<file path="config.mk">
export PLATFORM = sky130hd
export DESIGN_NAME = aes_round_sequencer
export DESIGN_NICKNAME = d
export VERILOG_FILES = /design/src/rtl/aes_round_sequencer.sv
export SDC_FILE = /design/constraint.sdc
export NUM_CORES = 1
export LEC_CHECK = 0
export BUFFER_PORTS_ARGS = -buffer_cell sky130_fd_sc_hd__buf_2
export CORE_AREA = 8 8 60 62
export CTS_CLUSTER_SIZE = 8
export DETAILED_ROUTE_END_ITERATION = 8
export DIE_AREA = 0 0 68 70
export PLACE_DENSITY = 0.84
export RECOVER_POWER = 25
export REMOVE_ABC_BUFFERS = 1
export SLEW_MARGIN = 20
export SYNTH_ARGS = -nofsm -noshare
export SYNTH_HDL_FRONTEND = slang
export SYNTH_SLANG_ARGS = --single-unit
</file>
<file path="constraint.sdc">
create_clock -name clk -period 2.4 [get_ports clk]
set_input_delay 0 -clock clk [delete_from_list [all_inputs] [get_ports clk]]
set_output_delay 0 -clock clk [all_outputs]
set_load 0.01 [all_outputs]
</file>
<file path="src/rtl/aes_round_sequencer.sv">
// aes_round_sequencer: control FSM for an iterative AES core.
// It accepts one block at a time, steps the round-key index and datapath
// select through the initial AddRoundKey, NR-1 middle rounds and the last
// round, and then holds the result until the consumer takes it.
// Optional feature macro: AES_SEQ_ABORT_EN adds an 'abort' input that
// cancels a block while its rounds are running.
module aes_round_sequencer #(
    parameter int NR    = 12,
    parameter int CNT_W = 16
) (
    input  logic             clk,
    input  logic             rst,
`ifdef AES_SEQ_ABORT_EN
    input  logic             abort,
`endif
    input  logic             start_valid,
    output logic             start_ready,
    input  logic             decrypt,
    input  logic             key_ready,
    output logic [3:0]       round_idx,
    output logic [1:0]       round_sel,
    output logic             state_load,
    output logic             mode,
    output logic             busy,
    output logic             done_valid,
    input  logic             done_ready,
    output logic [CNT_W-1:0] blocks_done
);

    typedef enum logic [2:0] {
        S_IDLE,
        S_FIRST,
        S_MID,
        S_LAST,
        S_DONE
    } state_t;

    localparam logic [3:0] NR_IDX      = 4'(NR);
    localparam logic [3:0] MID_CNT_END = 4'(NR - 2);

    localparam logic [1:0] SEL_INIT = 2'b00;
    localparam logic [1:0] SEL_MID  = 2'b01;
    localparam logic [1:0] SEL_LAST = 2'b10;
    localparam logic [1:0] SEL_IDLE = 2'b11;

    state_t     state;
    state_t     state_nxt;
    logic [3:0] mid_cnt;    // middle rounds already applied (0 .. NR-2)
    logic       armed;      // low for the first cycle after reset
    logic       accept;
    logic       handshake;
    logic       abort_req;

`ifdef AES_SEQ_ABORT_EN
    assign abort_req = abort;
`else
    assign abort_req = 1'b0;
`endif

    // State register; reset wins over every other input.
    always_ff @(posedge clk) begin
        // NOTE: sequential state always uses non-blocking (<=) so every
        // register samples the pre-edge values, independent of block order.
        if (rst) begin
            state <= S_IDLE;
        end else begin
            state <= state_nxt;
        end
    end

    // Per-block context: mode latch, middle-round counter, completion count.
    always_ff @(posedge clk) begin
        if (rst) begin
            armed       <= 1'b0;
            mode        <= 1'b0;
            mid_cnt     <= 4'd0;
            blocks_done <= '0;
        end else begin
            armed <= 1'b1;
            if (accept) begin
                mode <= decrypt;
            end
            if (state == S_FIRST) begin
                mid_cnt <= 4'd0;
            end else if (state == S_MID) begin
                mid_cnt <= mid_cnt + 4'd1;
            end
            if (handshake) begin
                blocks_done <= blocks_done + CNT_W'(1);
            end
        end
    end

    // Next-state and per-state datapath controls.
    always_comb begin
        // NOTE: every output gets a default before the case so no path can
        // leave a signal unassigned and infer a latch.
        state_nxt   = state;
        start_ready = 1'b0;
        accept      = 1'b0;
        handshake   = 1'b0;
        round_sel   = SEL_IDLE;
        round_idx   = 4'd0;
        state_load  = 1'b0;
        done_valid  = 1'b0;

        case (state)
            S_IDLE: begin
                start_ready = armed & key_ready;
                accept      = start_valid & start_ready;
                if (accept) begin
                    state_nxt = S_FIRST;
                end
            end
            S_FIRST: begin
                round_sel  = SEL_INIT;
                state_load = 1'b1;
                round_idx  = mode ? NR_IDX : 4'd0;
                state_nxt  = abort_req ? S_IDLE : S_MID;
            end
            S_MID: begin
                round_sel  = SEL_MID;
                state_load = 1'b1;
                round_idx  = mode ? (NR_IDX - 4'd1 - mid_cnt) : (mid_cnt + 4'd1);
                if (abort_req) begin
                    state_nxt = S_IDLE;
                end else if (mid_cnt == MID_CNT_END) begin
                    state_nxt = S_LAST;
                end
            end
            S_LAST: begin
                round_sel  = SEL_LAST;
                state_load = 1'b1;
                round_idx  = mode ? 4'd0 : NR_IDX;
                state_nxt  = abort_req ? S_IDLE : S_DONE;
            end
            S_DONE: begin
                done_valid = 1'b1;
                handshake  = done_ready;
                if (done_ready) begin
                    state_nxt = S_IDLE;
                end
            end
            default: begin
                state_nxt = S_IDLE;
            end
        endcase
    end

    assign busy = (state != S_IDLE);

endmodule
</file>
# After elaboration in Yosys (flattened, before gate mapping)
# Cells that the tools add are included.
# word_totals
out_inout_bits	27
inputBits	6
regBits	25
elab_cells	38
# op_classes
add_sub_neg	3
n_eq_ne	8
bitwise	2
muxes	15
n_reduce_logical	5
# ops
op	count
16-bit by 1-bit adder with 16-bit output, second input constant	1
3-bit case mux with 5 select lines	1
4-bit two-way mux	3
4-bit case mux with 3 select lines	1
3-bit two-way mux	3
3-bit by 2-bit equality test with 1-bit output, second input constant	2
1-bit two-way mux	6
2-bit case mux with 3 select lines	1
4-bit by 1-bit adder with 4-bit output, second input constant	1
4-bit equality test, second input constant	1
2-bit != test, second input constant	2
4-bit subtractor, first input constant	1
3-bit by 1-bit equality test with 1-bit output, second input constant	1
3-bit equality test, second input constant	1
3-bit logical NOT	1
3-bit AND reduction	1
3-bit nonzero test	1
3-bit OR reduction	1
1-bit AND	2
2-bit by 1-bit != test with 1-bit output, second input constant	1
2-bit OR reduction	1

# Logic depth before layout (Yosys ltp)
# depth
depth_word	4
ltp_mapped	6
mapped_depth_nobuf	5

# Worst setup path before layout
# No wires, ideal clock.
# synth_path
kind	register to register
start	reg state[2]
end	reg blocks_done[13]
setup_time_ns	0.071
path_stages_with_launch	7
required_ns	2.329
t_arrival_ns	1.670
path_slack_ns	0.660
n_path_buf	2
synth_period_minus_slack_ns	1.740
cell_sequence	dfxtp_1 > buf_4 > nand4bb_1 > buf_2 > or4_4 > or3_1 > a21oi_1
# synth_via
elab_chain_len	2
# synth_rtl
element	line	text
start: declaration	46	state_t state;
start signal: assignment	67	state <= state_nxt;
3-bit equality test	107	case (state)
1-bit two-way mux	107	
end signal: assignment	89	blocks_done <= blocks_done + CNT_W'(1);
end: declaration	27	output logic [CNT_W-1:0] blocks_done
# No other way between the ends.
# A chain may end at the register's enable or synchronous reset.

# Final worst setup path
# layout_path
start	reg state[0]
end	reg blocks_done[15]
# The elaborated chain is that of the path after synthesis.

==> results.yml <==
route:
  wl_met1_um: 1430
  dr_wl_met2_um: 1380
  post_drt_via_cell_ratio: 5.47
  wl_um: 3050
  highest_layer: "met4"
  first_pass_iters: 4
  ant_nets: 0
  drt_iter0_markers: 56
  wl_per_cell_um: 13.3
  drc_errors: 0
  wl_met3_um: 203
  vias: 1257
timing:
  maxSlewHeadroom_pct: 27.2
  slew_viol_final: 0
  fin_crit_sh_pct: 74.6
  setup_viol: 0
  fin_worst_skew_ns: 0.00797
  max_freq_mhz: 558
  setup_tns_ns: 0
  finalHoldViolCount: 0
  period_needed_ns: 1.79
  rsz0062_at_grt: "no"
  timing.final.ws_setup_ns: 0.609
  tightest_slew_ns: 1.09
placed_design:
  place.port_buffers: 32
  routabilityCongestion: 0.812
  hpwl_um: 2240
  pre_cts_ws_ns: 0.634
synthesis:
  synth_cell_types: 36
  ys_ff_latch: 25
  post_synth_instance_area_um2: 1330
  synth_edf_count: 0
  yosys_warnings: 0
  async_flop_share_pct: 0
  synth_flop_cell: "dfxtp_1"
  synthCells: 167
  ys_seq_area_share_pct: 37.5
  syn_avg_cell_area_um2: 7.99
setup_path:
  worstPathMaxFanout: 12
  slowest_delay_ns: 0.56
  path_cells: "nand4bb_1, or4_4, or3_1, a21oi_1"
  end_kind: "register"
  startpoint: "state[0]$_SDFFE_PP0P_"
  reg2reg_from: "state[0]$_SDFFE_PP0P_"
  critPathArrivalTime_ns: 2.06
  reg2regPathDepth: 4
  worst-setup-path-type: "reg2reg"
  cp.required_ns: 2.67
  worst_path_max_delay_cell: "or4_4"
  cp-start-kind: "register"
die:
  rows: 19
  fp.dieArea_um2: 4760
  die_h_um: 70
  fp.dieW_um: 68
  start_util_pct: 50.1
  ios: 33
  core_um2: 2660
hold_path:
  hp-class: "in2reg"
  hp-start: "key_ready"
  worstHoldPathCells: 5
global_route:
  globalRouteTotalUtil_pct: 13.1
  grt_max_degree: 26
  gr-total-overflow: 0
  antenna_found_initial: 0
  grt_pass1_vias: 1197
  grt_pass1_wl_um: 5100
clock_tree:
  clock_path_buffers: 2
  clk-insertion-delay-late_ns: 0.33
  htreeDepth: 1
  clk_pin_slew_worst_paths_ns: 0.15
  cts_tree: "done"
  cts-buffers-inserted: 3
  cts_sinks: 25
  cts_root_buffer: "clkbuf_4"
final_layout:
  n_antenna_cell: 0
  fin_nets: 210
  layout_common_cells: "dfxtp_1 (25), nor2_1 (19), buf_2 (19)"
  nFillCells: 255
  area_delta_synth_final_pct: 16.5
  drive_gt1_share_pct: 14.1
  final_common_cell: "dfxtp_1"
power:
  total_power_w: 0.000667
  peakVddDrop_uv: 424
  power_density_nw_per_um2: 429
  leakage_nw: 0.571
status:
  status: "complete, no violations"
job:
  max_cap_viol_count: 0
## through the flow
| step | utilization, % | cell area [µm²] | hold slack (ns) | std cells |
|---|---|---|---|---|
| floorplan | - | 1290 | 0.0565 | 157 |
| global placement | 57.1 | 1520 | 0.246 | 224 |
| detailed placement | 57.1 | 1520 | 0.274 | 224 |
| CTS | 59.0 | 1570 | 0.0340 | 230 |
| global route | 58.4 | 1550 | 0.115 | 230 |
| finish | 58.4 | 1550 | 0.113 | 230 |
## repair_timing
item                      4_1_cts  5_1_grt
hold endpoints to repair        2        0
resized for setup               0        0
hold buffers                    2        0
setup buffers                   0        0
## synth_stat cells (all sizes together), types with 4 or more instances
master	count	share of area (%)
nor3	5	1.9
clkbuf	8	2.3
inv	8	2.3
or3	5	2.3
dfxtp	25	38
nor4	5	2.3
nand2	8	2.3
o21ai	10	3.8
ha	4	3.8
nand3	8	3.0
nand2b	5	2.3
nor2	19	5.3
xnor2	8	5.3
a21oi	14	5.3
xor2	4	2.6
## power breakdown
part / total, W / internal, W / switching [W]
Sequential: 0.000423 / 0.000418 / 0.00000502
Combinational: 0.0000430 / 0.0000174 / 0.0000256
Clock: 0.000200 / 0.0000639 / 0.000136
Total: 0.000667 / 0.000500 / 0.000167
## per-layer routing
layer  vias to the layer above  track usage [%]
met5                         -                0
met2                        31             22.0
li1                        650                -
met1                       572             14.7
met3                         4             4.47
met4                         0             4.56
## flip-flops by register name, indices dropped and copies added (netlist names)
signal,cells
armed,1
mid_cnt,4
blocks_done,16
state,3
mode,1
## final cells by class
type,count,area [µm²],share of cell area (%)
Inverter,8,30.0,1.93
Timing Repair Buffer,38,194,12.5
Sequential cell,25,500,32.2
Clock inverter,1,7.51,0.483
Multi-Input combinational cell,124,761,49.0
Tap cell,31,38.8,2.50
Clock buffer,3,22.5,1.45
## logic make-up (layout without fill, tap and decap cells)
| kind of cell | Yosys count | in the layout | share of synthesized area (%) |
|---|---|---|---|
| simple gates | 72 | 72 | 29.4 |
| flops | 25 | 25 | 37.5 |
| xor+xnor | 12 | 12 | 7.88 |
| compound gates | 35 | 35 | 15.3 |
| mux | 1 | 1 | 0.750 |
| fa+ha+maj | 4 | 4 | 3.75 |
| buf+inv | 18 | 50 | 5.44 |
## worst max-delay path: cells and delay by family, from the launching register on
kind / cells / cell delay, ns
compound gates: 1 / 0.13
flops: 1 / 0.43
simple gates: 3 / 1.17
## path summary, 6_finish.rpt
| kind | endpoint | slack, ns |
|---|---|---|
| setup / recovery | blocks_done[15]$_SDFFE_PP0P_ | 0.61 |
| hold / removal | mode$_SDFFE_PP0P_ | 0.11 |
| setup reg to reg | blocks_done[15]$_SDFFE_PP0P_ | 0.61 |
| hold reg to reg | blocks_done[15]$_SDFFE_PP0P_ | 0.51 |
Note: power is estimated with default switching activity, not from simulation.
